## config.mk

```make
export PLATFORM = sky130hd
export DESIGN_NAME = serial_hikizan
export DESIGN_NICKNAME = d
export VERILOG_FILES = /design/src/rtl/hikizan_pkg.sv /design/src/rtl/full_tasizan.sv /design/src/rtl/serial_hikizan.sv
export SDC_FILE = /design/constraint.sdc
export NUM_CORES = 1
export LEC_CHECK = 0
export ABC_CLOCK_PERIOD_IN_PS = 2200
export CORE_MARGIN = 2
export CORE_UTILIZATION = 46
export CTS_CLUSTER_DIAMETER = 40
export DETAILED_ROUTE_END_ITERATION = 16
export GPL_ROUTABILITY_DRIVEN = 1
export PLACE_DENSITY_LB_ADDON = 0.15
export SYNTH_ARGS = -nofsm -noshare
export SYNTH_HDL_FRONTEND = slang
export SYNTH_SLANG_ARGS = --single-unit
```

## constraint.sdc

```tcl
create_clock -name clk -period 2.2 [get_ports clk]
set_input_delay 0.44 -clock clk [delete_from_list [all_inputs] [get_ports clk]]
set_output_delay 0.44 -clock clk [all_outputs]
set_load 0.03 [all_outputs]
```

## src/rtl/hikizan_pkg.sv

```systemverilog
// Shared definitions for the bit-serial subtractor.
// Contents:
//   state_t : controller states (idle, running, result pulse)
//   clog2   : ceiling log2, used to size the bit counter
package hikizan_pkg;

    typedef enum logic [1:0] {
        ST_IDLE = 2'd0,
        ST_RUN  = 2'd1,
        ST_DONE = 2'd2
    } state_t;

    // Returns the number of bits needed to hold values 0..value-1.
    // The result is never less than 1.
    function automatic int clog2(input int value);
        int r;
        r = 0;
        while ((1 << r) < value) begin
            r = r + 1;
        end
        if (r == 0) begin
            r = 1;
        end
        return r;
    endfunction

endpackage

```

## src/rtl/full_tasizan.sv

```systemverilog
// One-bit full adder, the only arithmetic cell in the serial datapath.
// Ports:
//   x, y  : addend bits
//   cin   : carry in
//   sum   : sum bit
//   cout  : carry out
module full_tasizan (
    input  logic x,
    input  logic y,
    input  logic cin,
    output logic sum,
    output logic cout
);

    assign sum  = x ^ y ^ cin;
    assign cout = (x & y) | (cin & (x ^ y));

endmodule

```

## src/rtl/serial_hikizan.sv

```systemverilog
// Bit-serial subtractor d = a - b. Each cycle handles one bit, LSB first,
// through a single full adder that adds a to the inverted b, with the carry
// preset to 1 for the two's-complement increment.
// Ports:
//   clk    : system clock, rising edge
//   rst    : asynchronous active-high reset
//   start  : operation request, sampled only while idle
//   a, b   : minuend and subtrahend, captured on the accepted start
//   busy   : high while bits are being processed
//   done   : one-cycle pulse once the result is valid
//   d      : a - b modulo 2^WIDTH, updated only on completion
//   borrow : set when a < b, unsigned
//   ovf    : signed overflow of a - b
module serial_hikizan
    import hikizan_pkg::*;
#(
    parameter int WIDTH = 8
) (
    input  logic             clk,
    input  logic             rst,
    input  logic             start,
    input  logic [WIDTH-1:0] a,
    input  logic [WIDTH-1:0] b,
    output logic             busy,
    output logic             done,
    output logic [WIDTH-1:0] d,
    output logic             borrow,
    output logic             ovf
);

    // Counter reaches WIDTH on the final step, so it needs room for WIDTH.
    localparam int CW = clog2(WIDTH + 1);

    state_t state;
    state_t state_next;

    logic             load;
    logic             step;
    logic             last;
    logic [WIDTH-1:0] a_sh;
    logic [WIDTH-1:0] b_sh;
    logic [CW-1:0]    cnt;
    logic             carry;
    logic             sum;
    logic             cout;
    logic [WIDTH-1:0] res_next;

    full_tasizan u_fa (
        .x    (a_sh[0]),
        .y    (~b_sh[0]),
        .cin  (carry),
        .sum  (sum),
        .cout (cout)
    );

    assign last = (cnt == CW'(WIDTH - 1));
    assign busy = (state == ST_RUN);
    assign done = (state == ST_DONE);

    // Partial result: each new sum bit enters at the MSB end so that after
    // WIDTH steps bit 0 has arrived at the LSB. Only WIDTH-1 earlier bits
    // need storing because the current sum completes the word.
    generate
        if (WIDTH == 1) begin : g_res_single
            assign res_next = sum;
        end else begin : g_res_multi
            logic [WIDTH-2:0] res_sh;

            assign res_next = {sum, res_sh};

            always_ff @(posedge clk or posedge rst) begin
                if (rst) begin
                    res_sh <= '0;
                end else if (step) begin
                    res_sh <= res_next[WIDTH-1:1];
                end
            end
        end
    endgenerate

    always_ff @(posedge clk or posedge rst) begin
        if (rst) begin
            state <= ST_IDLE;
        end else begin
            state <= state_next;
        end
    end

    always_comb begin
        state_next = state;
        load       = 1'b0;
        step       = 1'b0;
        case (state)
            ST_IDLE: begin
                if (start) begin
                    load       = 1'b1;
                    state_next = ST_RUN;
                end
            end
            ST_RUN: begin
                step = 1'b1;
                if (last) begin
                    state_next = ST_DONE;
                end
            end
            ST_DONE: begin
                state_next = ST_IDLE;
            end
            default: begin
                state_next = ST_IDLE;
            end
        endcase
    end

    // On the last step a_sh[0]/b_sh[0] hold the operand sign bits and
    // res_next[WIDTH-1] is the result sign, which is all ovf needs.
    always_ff @(posedge clk or posedge rst) begin
        if (rst) begin
            a_sh   <= '0;
            b_sh   <= '0;
            cnt    <= '0;
            carry  <= 1'b0;
            d      <= '0;
            borrow <= 1'b0;
            ovf    <= 1'b0;
        end else if (load) begin
            a_sh  <= a;
            b_sh  <= b;
            cnt   <= '0;
            carry <= 1'b1;
        end else if (step) begin
            a_sh  <= a_sh >> 1;
            b_sh  <= b_sh >> 1;
            cnt   <= cnt + CW'(1);
            carry <= cout;
            if (last) begin
                d      <= res_next;
                borrow <= ~cout;
                ovf    <= (a_sh[0] ^ b_sh[0]) & (res_next[WIDTH-1] ^ a_sh[0]);
            end
        end
    end

endmodule

```

== Word-level counts from Yosys, hierarchy flattened ==
Cells that the tools add are included.
Word-level totals
  output and inout port bits: 12
  memory bits (read-only): 0
  latch bits: 0
  memories: 0
  memory bits (writable): 0
  bits in registers: 40
Operators by class
  div/mod/pow operators: 0
  eq/ne operators: 5
  reduce and logical (&&, ||, !) cells: 4
  add/sub/neg operators: 1
  muxes and demuxes: 14
  bitwise logic cells: 11
  shift operators: 0
  $lt $le $gt $ge: 0
  multipliers: 0
Operators by type and width (count)
  $mux W8: 4
  $mux W4: 2
  $mux W1: 5
  $add A4 B1 Y4 const B: 1
  $eq A4 B3 Y1 const B: 1
  $mux W2: 2
  $pmux W2 S2: 1
  $xor A1 B1 Y1: 4
  $and A1 B1 Y1: 3
  $not A1 Y1: 3
  $reduce_and A3 Y1: 1
  $eq A2 B1 Y1 const B: 1
  $eq A2 B2 Y1 const B: 1
  $logic_not A2 Y1: 1
  $ne A2 B1 Y1 const B: 1
  $ne A2 B2 Y1 const B: 1
  $reduce_and A2 Y1: 1
  $reduce_bool A2 Y1: 1
  $or A1 B1 Y1: 1

== Logic depth before layout (Yosys ltp) ==
Gate-level depths: netlist (run 1).
  word-level depth: 6
  gate-level depth with buffers: 6

== Cells and area by module ==
A second synthesis (run 1) with hierarchy kept.
Unflattened totals
  cell total of the unflattened synthesis: 158
  area, all modules: 1715.4 sq um
By module, submodules not included
  serial_hikizan: area an instance 1695.4 sq um, sequential area each 1001.0 sq um, cells an instance 157, instances 1
  full_tasizan: area an instance 20.0 sq um, sequential area each 0.0 sq um, cells an instance 1, instances 1

== Worst setup path after synthesis (run 1) ==
Ideal clock, no wire load.
  kind: reg2reg
  from: reg b_sh[0]
  to: reg ovf
  library setup time: 0.125 ns
  cell stages (with the launch flop): 6
  slack: 0.713 ns
  arrival: 1.362 ns
  clock period less this slack: 1.487 ns
  path through: dfrtp_1 inv_1 fa_1 xnor2_1 nor2_1 mux2_2
On the way
  longest elaborated chain between the ends: 5
  elaborated cells between the ends (all ways): 6
  those cells by class: bitwise: 6
Ends and longest elaborated chain
  from (decl): line serial_hikizan.sv:41  | logic [WIDTH-1:0] b_sh;
  from (signal assigned): line serial_hikizan.sv:133  | b_sh <= b_sh >> 1;
  $not A1 Y1: line serial_hikizan.sv:50  | .y (~b_sh[0]),
  $xor A1 B1 Y1 (2 in a row): line full_tasizan.sv:15  | assign sum = x ^ y ^ cin;
  via sum: line serial_hikizan.sv:44  | logic sum;
  $xor A1 B1 Y1: line serial_hikizan.sv:139  | ovf <= (a_sh[0] ^ b_sh[0]) & (res_next[WIDTH-1] ^ a_sh[0]);
  $and A1 B1 Y1: line serial_hikizan.sv:139
  to (signal assigned): line serial_hikizan.sv:139
  to (decl): line serial_hikizan.sv:28  | output logic ovf
The timed path passes the listed nets, and every way through them passes these cells.
A chain may end at the register's enable or synchronous reset.

== Worst setup path after layout (run 1) ==
  from: reg state[0]
  to: out done
On the way
  longest elaborated chain between the ends: 1
Ends and longest elaborated chain
  from (decl): line serial_hikizan.sv:34  | state_t state;
  from (signal assigned): line serial_hikizan.sv:85  | state <= state_next;
  $eq A2 B2 Y1: line serial_hikizan.sv:58  | assign done = (state == ST_DONE);
  to (decl): line serial_hikizan.sv:25  | output logic done,
Every way passes these cells.

==> flow_metrics.env, run 1 <==
export IMPL_status="complete, no violations"
export IMPL_antenna_found_initial=0
export IMPL_startpoint_type="flip-flop"
export IMPL_dr_pass1_iters=4
export IMPL_postCtsSetupBuffers=0
export IMPL_cts_hold_buffers=0
export IMPL_htreeDepth=2
export IMPL_gp_congestion=0.6991
export IMPL_netlist_top_cells_area="dfrtp_1 (59%), nand2_1 (13%), a22oi_1 (6.2%), mux2_2 (6.0%), ha_1 (1.5%)"
export IMPL_r2r_slack_ns=0.51
export IMPL_drv_slew=0
export IMPL_syn_inst=159
export IMPL_route_detailed_drc=0
export IMPL_fin_area_sq_mm=0.002136
export IMPL_cts_buffer_depth=2
export IMPL_grt_pass1_vias=1205
export IMPL_ir_worst_vdd_v=0.0006692
export IMPL_crit_required_ns=1.76
export IMPL_grt_first_pass_wirelength_microns=5402
export IMPL_worst_pin_slew_ns=0.5778
export IMPL_drt_iter0_markers=65
export IMPL_syn_area_sq_mm=0.001697
export IMPL_cts_buffers=5
export IMPL_cts_root_buf="clkbuf_8"
export IMPL_end_kind="primary output"
export IMPL_placed_area_sq_mm=0.002042
export IMPL_cts_tree="done"
export IMPL_ios=31
export IMPL_nFillCells=311
export IMPL_ys_seq_area_share_pct=59.00
export IMPL_yosysWarnings=0
export IMPL_synth_async_reset_ratio_pct=100.0
export IMPL_insertedDiodeCount=0
export IMPL_port_buffers=30
export IMPL_synth_top_area_share_pct=59.00
export IMPL_path_cells="and2b_1, clkdlybuf4s50_1"
export IMPL_skew_ns=0.008206
export IMPL_final_common_cell="nand2_1"
export IMPL_wirelength_microns=3123
export IMPL_route_vias_total=1217
export IMPL_synth_top_flop_cell="dfrtp_1"
export IMPL_power_density_mw_per_mm2=1438
export IMPL_layout_drive_gt1_share_pct=13.40
export IMPL_drtAntennaViolNets=0
export IMPL_fp_dieW_microns=64.73
export IMPL_rsz0062_at_grt="no"
export IMPL_post_cts_resized=0
export IMPL_hp_class="flip-flop to flip-flop"
export IMPL_avgSynthCellArea_sq_um=10.67
export IMPL_ys_seq_elements=40
export IMPL_insertion_delay_ns=0.29
export IMPL_arrival_ns=1.58
export IMPL_finalHoldViolations=0
export IMPL_grt_overflow=0
export IMPL_gr_usage_all_layers_pct=17.15
export IMPL_fin_crit_sh_pct=91.82
export IMPL_setup_viol=0
export IMPL_synthToLayoutAreaGrowth_pct=25.89
export IMPL_core_sq_mm=0.003606
export IMPL_synth_enable_flop_cells=0
export IMPL_initial_core_util_pct=47.05
export IMPL_routedWlPerCell_microns=12.90
export IMPL_dp_hpwl_microns=2065
export IMPL_crit_path_max_fanout=5
export IMPL_cp_slowest_cell="clkdlybuf4s50_1"
export IMPL_nets=215
export IMPL_yosysTopAreaCell="dfrtp_1"
export IMPL_fmax_mhz=495.0
export IMPL_power_leakage_uw=0.001026
export IMPL_ys_types=25
export IMPL_relSlewSlack_pct=61.36
export IMPL_finalCriticalPeriod_ns=2.020
export IMPL_maxCapViolations=0
export IMPL_max_stage_delay_ns=0.66
export IMPL_finalSetupTns_ns=0
export IMPL_grt_max_degree=41
export IMPL_viasPerCell=5.029
export IMPL_cts_sinks=40
export IMPL_final_cell_mix="nand2_1 (61), dfrtp_1 (40), clkdlybuf4s50_1 (29), a22oi_1 (14), mux2_2 (9)"
export IMPL_syn_num_nets=181
export IMPL_crit_type="flip-flop to primary output"
export IMPL_fp_dieH_microns=64.73
export IMPL_fp_row_count=22
export IMPL_clk_pin_slew_worst_paths_ns=0.08
export IMPL_dieArea_sq_mm=0.004190
[sequential cells by signal, indices dropped and copies added (netlist names)]
register / cells
cnt: 4
g_res_multi.res_sh: 7
d: 8
b_sh: 8
ovf: 1
carry: 1
a_sh: 8
borrow: 1
state: 2
[worst max-delay path, delay by kind of cell (launching register included)]
family / cells / cell delay (ns)
simple gates: 1 / 0.20
flops: 1 / 0.42
buf+inv: 1 / 0.66
[synthesized netlist by cell type (all sizes together) (4+ instances only)]
library cell,count
a22oi,14
buf,6
dfrtp,40
inv,4
mux2,9
nand2,61
nand3,4
[area by class of cell]
cell class	count	area (sq um)	share of cell area, %
flip-flops and latches	40	1001	46.87
multi-input cells	107	630.6	29.53
repair buffers	35	335.3	15.70
clock buffers	7	86.33	4.042
well taps	48	60.06	2.812
inverters	4	15.01	0.7030
clock inverters	1	7.507	0.3515
[per-layer routing]
| layer | vias up | wire, microns | track usage (%) |
|---|---|---|---|
| li1 | 596 | - | - |
| met1 | 588 | 1503 | 22.47 |
| met2 | 28 | 1415 | 25.13 |
| met3 | 5 | 144 | 5.729 |
| met4 | 0 | 59 | 9.309 |
| met5 | - | 0 | 0 |
[where the power goes]
part           total, uW  switching [uW]  internal (uW)
Clock                505             250            255
Combinational       1290             723            566
Sequential          1280             211           1070
Total               3070            1180           1890
[metrics by stage]
| stage | setup WS, ns | power [uW] | util, % | hold slack (ns) | cells |
|---|---|---|---|---|---|
| 5_1_grt | 0.1142 | 3317 | 59.23 | 0.5080 | 242 |
| 3_3_place_gp | 0.4732 | 2544 | 56.63 | 0.4556 | 234 |
| 2_1_floorplan | 0.7135 | 2163 | - | 0.4402 | 159 |
| 3_5_place_dp | 0.4573 | 2587 | 56.63 | 0.4627 | 234 |
| 6_report | 0.1799 | 3071 | 59.23 | 0.4805 | 242 |
| 4_1_cts | 0.1637 | 3102 | 59.23 | 0.4815 | 242 |
[worst paths after layout]
kind,start,end,depth (start not counted)
setup reg to reg,cnt[0],ovf,4
hold / removal,a_sh[5],a_sh[5],2
min in group asynchronous,rst,state[1],3
max in group asynchronous,rst,b_sh[5],3
hold reg to reg,a_sh[5],a_sh[5],2
setup / recovery,state[0],done,2
[kinds of logic (layout without fill, tap and decap cells)]
family | Yosys count | in the layout | synth area share [%]
xor gates and xnor gates | 1 | 1 | 0.5163
buffers and inverters | 12 | 47 | 3.835
and+or+nand+nor | 73 | 73 | 18.73
AOI/OAI and AO/OA | 19 | 19 | 8.112
muxes | 11 | 11 | 7.154
adders and majority gates | 3 | 3 | 2.655
DFF | 40 | 40 | 59.00
Note: power is estimated with default switching activity, not from simulation.
==> inputs of run 2 (changes only) <==
SLEW_MARGIN = 20   (was unset)
==> results of run 2 <==
Final layout, timing and power as in run 1 (identical DEF).
==> RTL change 1: new RTL, config.mk and constraints of run 1 <==
Make the reset (`rst`) synchronous in 3 clocked blocks. Comments in the files are not updated.
--- a/src/rtl/serial_hikizan.sv
+++ b/src/rtl/serial_hikizan.sv
@@ -69,5 +69,5 @@
             assign res_next = {sum, res_sh};
 
-            always_ff @(posedge clk or posedge rst) begin
+            always_ff @(posedge clk) begin
                 if (rst) begin
                     res_sh <= '0;
@@ -79,5 +79,5 @@
     endgenerate
 
-    always_ff @(posedge clk or posedge rst) begin
+    always_ff @(posedge clk) begin
         if (rst) begin
             state <= ST_IDLE;
@@ -115,5 +115,5 @@
     // On the last step a_sh[0]/b_sh[0] hold the operand sign bits and
     // res_next[WIDTH-1] is the result sign, which is all ovf needs.
-    always_ff @(posedge clk or posedge rst) begin
+    always_ff @(posedge clk) begin
         if (rst) begin
             a_sh   <= '0;
Formal check against the unedited RTL: differs if rst is asserted again (counterexample within 4 cycles, from zero or initial values and one cycle with rst high); with rst held inactive, the same outputs for 10 cycles.
==> RTL change 1 against run 1 <==
  * Count of clock-buffer cells in the layout fell by 1
  * Critical path depth unchanged
  * Register-to-register slack barely moved
  * Sequential cell count unchanged
  * Hold slack got worse by 16 ps
  * Non-clock buffer count unchanged
  * Sequential share of layout area down 7.4 points
  * Final area shrank 5.0%
  * Area after synthesis decreased by 2.6%
  * Setup slack got worse by 49 ps
  * Routed wire length up 5.4%
Power is not compared: it rests on default switching activity, and its combinational part moved more than twofold at a synthesized area within 25%.
==> RTL change 1: results (changes against run 1) <==
FF-to-FF Start=b_sh[0]; Max-slew headroom=0.641 (+0.0276); register area share after synthesis=0.484 (-0.105); Nets=245 (+14%); clk_lat worst skew=350 ps (+60 ps); Final Instance Count excl. Fillers=270 (+12%); Synth cell types=29 (+16%); min-delay src=g_res_multi.res_sh[3]; CTS root buf=clkbuf_4; crit path max fanout=7 (+2); gpl congestion=0.741 (+6.0%); drt total wl=3290 um (+5.4%); Adder-Cell Fraction of Synth Area=0.0273 (+0.000703); post-synthesis mux area share=0.00606 (-0.0655); Synth Area per Inst=8.35 sq um (-22%); Synth Area in Compound Gates=0.188 (+0.107); initial DRC count=110 (+69%); vias per inst=5.25 (+4.4%); worst clock skew=13.5 ps (+5.25 ps); Reg2Reg Depth=5 (+1); Met2 Wirelength=1600 um (+13%); number of global-route vias before repair=1315 (+9.1%); syn nets=220 (+22%); status=finished clean; commonest cells in the netlist=42 x nand2_1, 40 x dfxtp_1, 19 x nor2_1; layout cells sized above 1=0.0759 (-0.0581); r2r endpoint=ovf; post-synthesis xor/xnor area fraction=0.0159 (+0.0107); WL met3=152 um (+5.6%); clock transition at the registers of the reported paths=120 ps (+40 ps); Placed Area=1970 sq um (-3.7%); placed cell count=262 (+12%)
[RTL change 1: changes by cell type in the layout (fill, tap and decap cells not counted), sizes merged, moves of 4 or more]
cell	before	now
dfrtp	40	0
dfxtp	0	40
nand2	61	42
a21oi	0	18
nor2	1	19
a311oi	0	15
a22oi	14	2
mux2	9	0
o21ai	2	10
nand3	4	9
nor3	1	5
[RTL change 1: through the flow]
stage	total power, mW	utilization	hold slack [ps]	setup WS [ps]
floorplan	0.918	-	437	599
CTS	1.36	0.598	463	120
global route	1.42	0.598	489	10.5
detailed placement	0.979	0.580	462	239
global placement	0.971	0.580	445	305
finish	1.35	0.598	465	131
[RTL change 1: layout make-up]
type | count | area, sq um
clock inverter | 2 | 10.0
clock buffer | 6 | 51.3
tap | 46 | 57.6
fill | 292 | 1360
timing repair buffer | 35 | 335
multi-input combinational | 139 | 766
inverter | 2 | 7.51
sequential | 40 | 801
[RTL change 1: kinds of logic after synthesis]
group,after synthesis
adder cells (fa/ha/maj),3
AO/OA/AOI/OAI,48
AND/OR/NAND/NOR,84
XOR/XNOR,3
flip-flops,40
multiplexers,1
buffers and inverters,19
[RTL change 1: worst max path at each step]
stage | endpoint | cells past startpoint
after global routing | done | 2
after CTS | done | 2
after floorplan | ovf | 5
after detailed placement | a_sh[5] | 4
final | done | 2
after global placement | a_sh[5] | 4
[RTL change 1: where the power goes]
part           total, mW  switching (mW)  internal, mW  leakage [nW]
logic              0.181          0.0985        0.0824         0.357
clock network      0.384           0.232         0.152        0.0380
registers          0.780          0.0227         0.758         0.327
total               1.35           0.353         0.992         0.721
[RTL change 1: layer usage]
metal  vias up  GRT usage
li1        735          -
met3         5     0.0546
met5         -          0
met4         0     0.0652
met2        32      0.298
met1       645      0.208
[RTL change 1: critical path: stages, from the launching register on]
cell and delay (ps):
dfxtp_1 450, nor2b_1 150, clkdlybuf4s50_1 680
==> RTL change 2: new RTL, config.mk and constraints of run 1 <==
Made on the original files. Put a register stage on the outputs `busy` and `done`, without a reset. The values now appear one clock later. The other outputs are not delayed to match. Comments in the files are not updated.
--- a/src/rtl/serial_hikizan.sv
+++ b/src/rtl/serial_hikizan.sv
@@ -55,6 +55,8 @@
 
     assign last = (cnt == CW'(WIDTH - 1));
-    assign busy = (state == ST_RUN);
-    assign done = (state == ST_DONE);
+    always_ff @(posedge clk) begin
+        busy <= (state == ST_RUN);
+        done <= (state == ST_DONE);
+    end
 
     // Partial result: each new sum bit enters at the MSB end so that after
Formal check against the unedited RTL: not equivalent (Yosys sat finds a counterexample within 4 cycles, from zero or initial values and one cycle with rst high).
==> RTL change 2 against run 1 <==
  * Sequential cell count increased by 2
  * Count of clock-buffer cells in the layout did not move
  * Synthesized cell count up 1.3%
  * Final area up 3.8%
  * Area after synthesis grew 4.6%
  * Clock power fell by 2%
  * Setup slack better by 260 ps
  * Hold slack got worse by 3.4 ps
  * Routed wire length fell by 4.7%
  * Power shrank 0.50%
  * Global-route usage is 0.82 points lower
  * Utilization grew 0.88 points
  * Final cell count grew 1.2%
  * Critical path type unchanged
  * Largest cell class unchanged
  * Largest power group is now sequential cells
==> RTL change 2: results (changes against run 1) <==
status=finished clean; layout cells sized above 1=0.132 (-0.00204); Placed Area=2130 sq um (+4.1%); min-delay src=b_sh[3]; leak pwr=1.08 nW (+5.3%); number of global-route vias before repair=1216 (+0.91%); Synth cell types=28 (+12%); VDD IR max=0.000643 V (-3.9%); sw frac=0.366 (-0.0192); initial DRC count=63 (-3.1%); GRT Total Usage=0.163 (-0.00817); worst clock skew=7.86 ps (-0.345 ps); gpl congestion=0.753 (+7.7%); Final HPWL DP=2080 um (+0.78%); register area share after synthesis=0.587 (-0.00323); FF-to-FF Start=state[1]; first-pass GRT wire length=5320 um (-1.5%); Worst-Margin Slew=490 ps (-87.4 ps); syn nets=183 (+1.1%); drt total wl=2980 um (-4.7%); crit path max fanout=2 (-3); met3 usage=0.0511 (-0.00618); r2r endpoint=cnt[3]; Reg2Reg Depth=5 (+1); worst reg2reg setup slack=580 ps (+70 ps); WHS Endpoint=b_sh[3]; Post-synth ARST share=0.952 (-0.0476); commonest cells in the netlist=60 x nand2_1, 40 x dfrtp_1, 14 x a22oi_1; via count=1216 (-0.082%)
[RTL change 2: area by class of cell]
class | instances | area (sq um)
multi-input cells | 107 | 664
repair buffers | 36 | 345
well taps | 48 | 60.1
inverters | 4 | 15.0
clock inverters | 1 | 5.00
fillers | 329 | 1470
clock buffers | 7 | 86.3
flip-flops and latches | 42 | 1040
[RTL change 2: how the worst max path moves through the flow]
stage,from,end,cells after the start
2_1_floorplan,b_sh[0],ovf,5
3_3_place_gp,start,b_sh[7],4
3_5_place_dp,start,a_sh[7],4
4_1_cts,d[4],d[4],1
5_1_grt,d[4],d[4],1
6_report,d[6],d[6],1
[RTL change 2: logic make-up (layout without fill, tap and decap cells)]
| logic type | after synthesis | in the layout | synth area share |
|---|---|---|---|
| AO/OA/AOI/OAI | 18 | 18 | 0.0747 |
| AND/OR/NAND/NOR | 73 | 73 | 0.179 |
| XOR/XNOR | 2 | 2 | 0.00987 |
| multiplexers | 11 | 11 | 0.0853 |
| flip-flops | 42 | 42 | 0.587 |
| buffers and inverters | 12 | 48 | 0.0388 |
| adder cells (fa/ha/maj) | 3 | 3 | 0.0254 |
[RTL change 2: layer usage]
layer | up-vias | share of wire | wire length [um]
met5 | - | 0 | 0
met4 | 0 | 0.022 | 65
met3 | 7 | 0.047 | 140
met2 | 27 | 0.48 | 1440
met1 | 584 | 0.45 | 1330
li1 | 598 | - | -
[RTL change 2: stage by stage]
stage,std cells,utilization,hold WS [ps],setup slack [ps]
3_5_place_dp,237,0.576,462,452
5_1_grt,245,0.601,503,379
4_1_cts,245,0.601,482,413
6_report,245,0.601,477,437
2_1_floorplan,161,-,446,713
3_3_place_gp,237,0.576,459,474
[RTL change 2: power groups by stage]
| stage | Sequential [mW] | Clock [mW] | Combinational [mW] |
|---|---|---|---|
| 2_1_floorplan | 1.45 | 0 | 0.757 |
| 3_3_place_gp | 1.31 | 0 | 1.25 |
| 3_5_place_dp | 1.32 | 0 | 1.28 |
| 4_1_cts | 1.31 | 0.520 | 1.29 |
| 5_1_grt | 1.34 | 0.554 | 1.42 |
| 6_report | 1.30 | 0.496 | 1.26 |
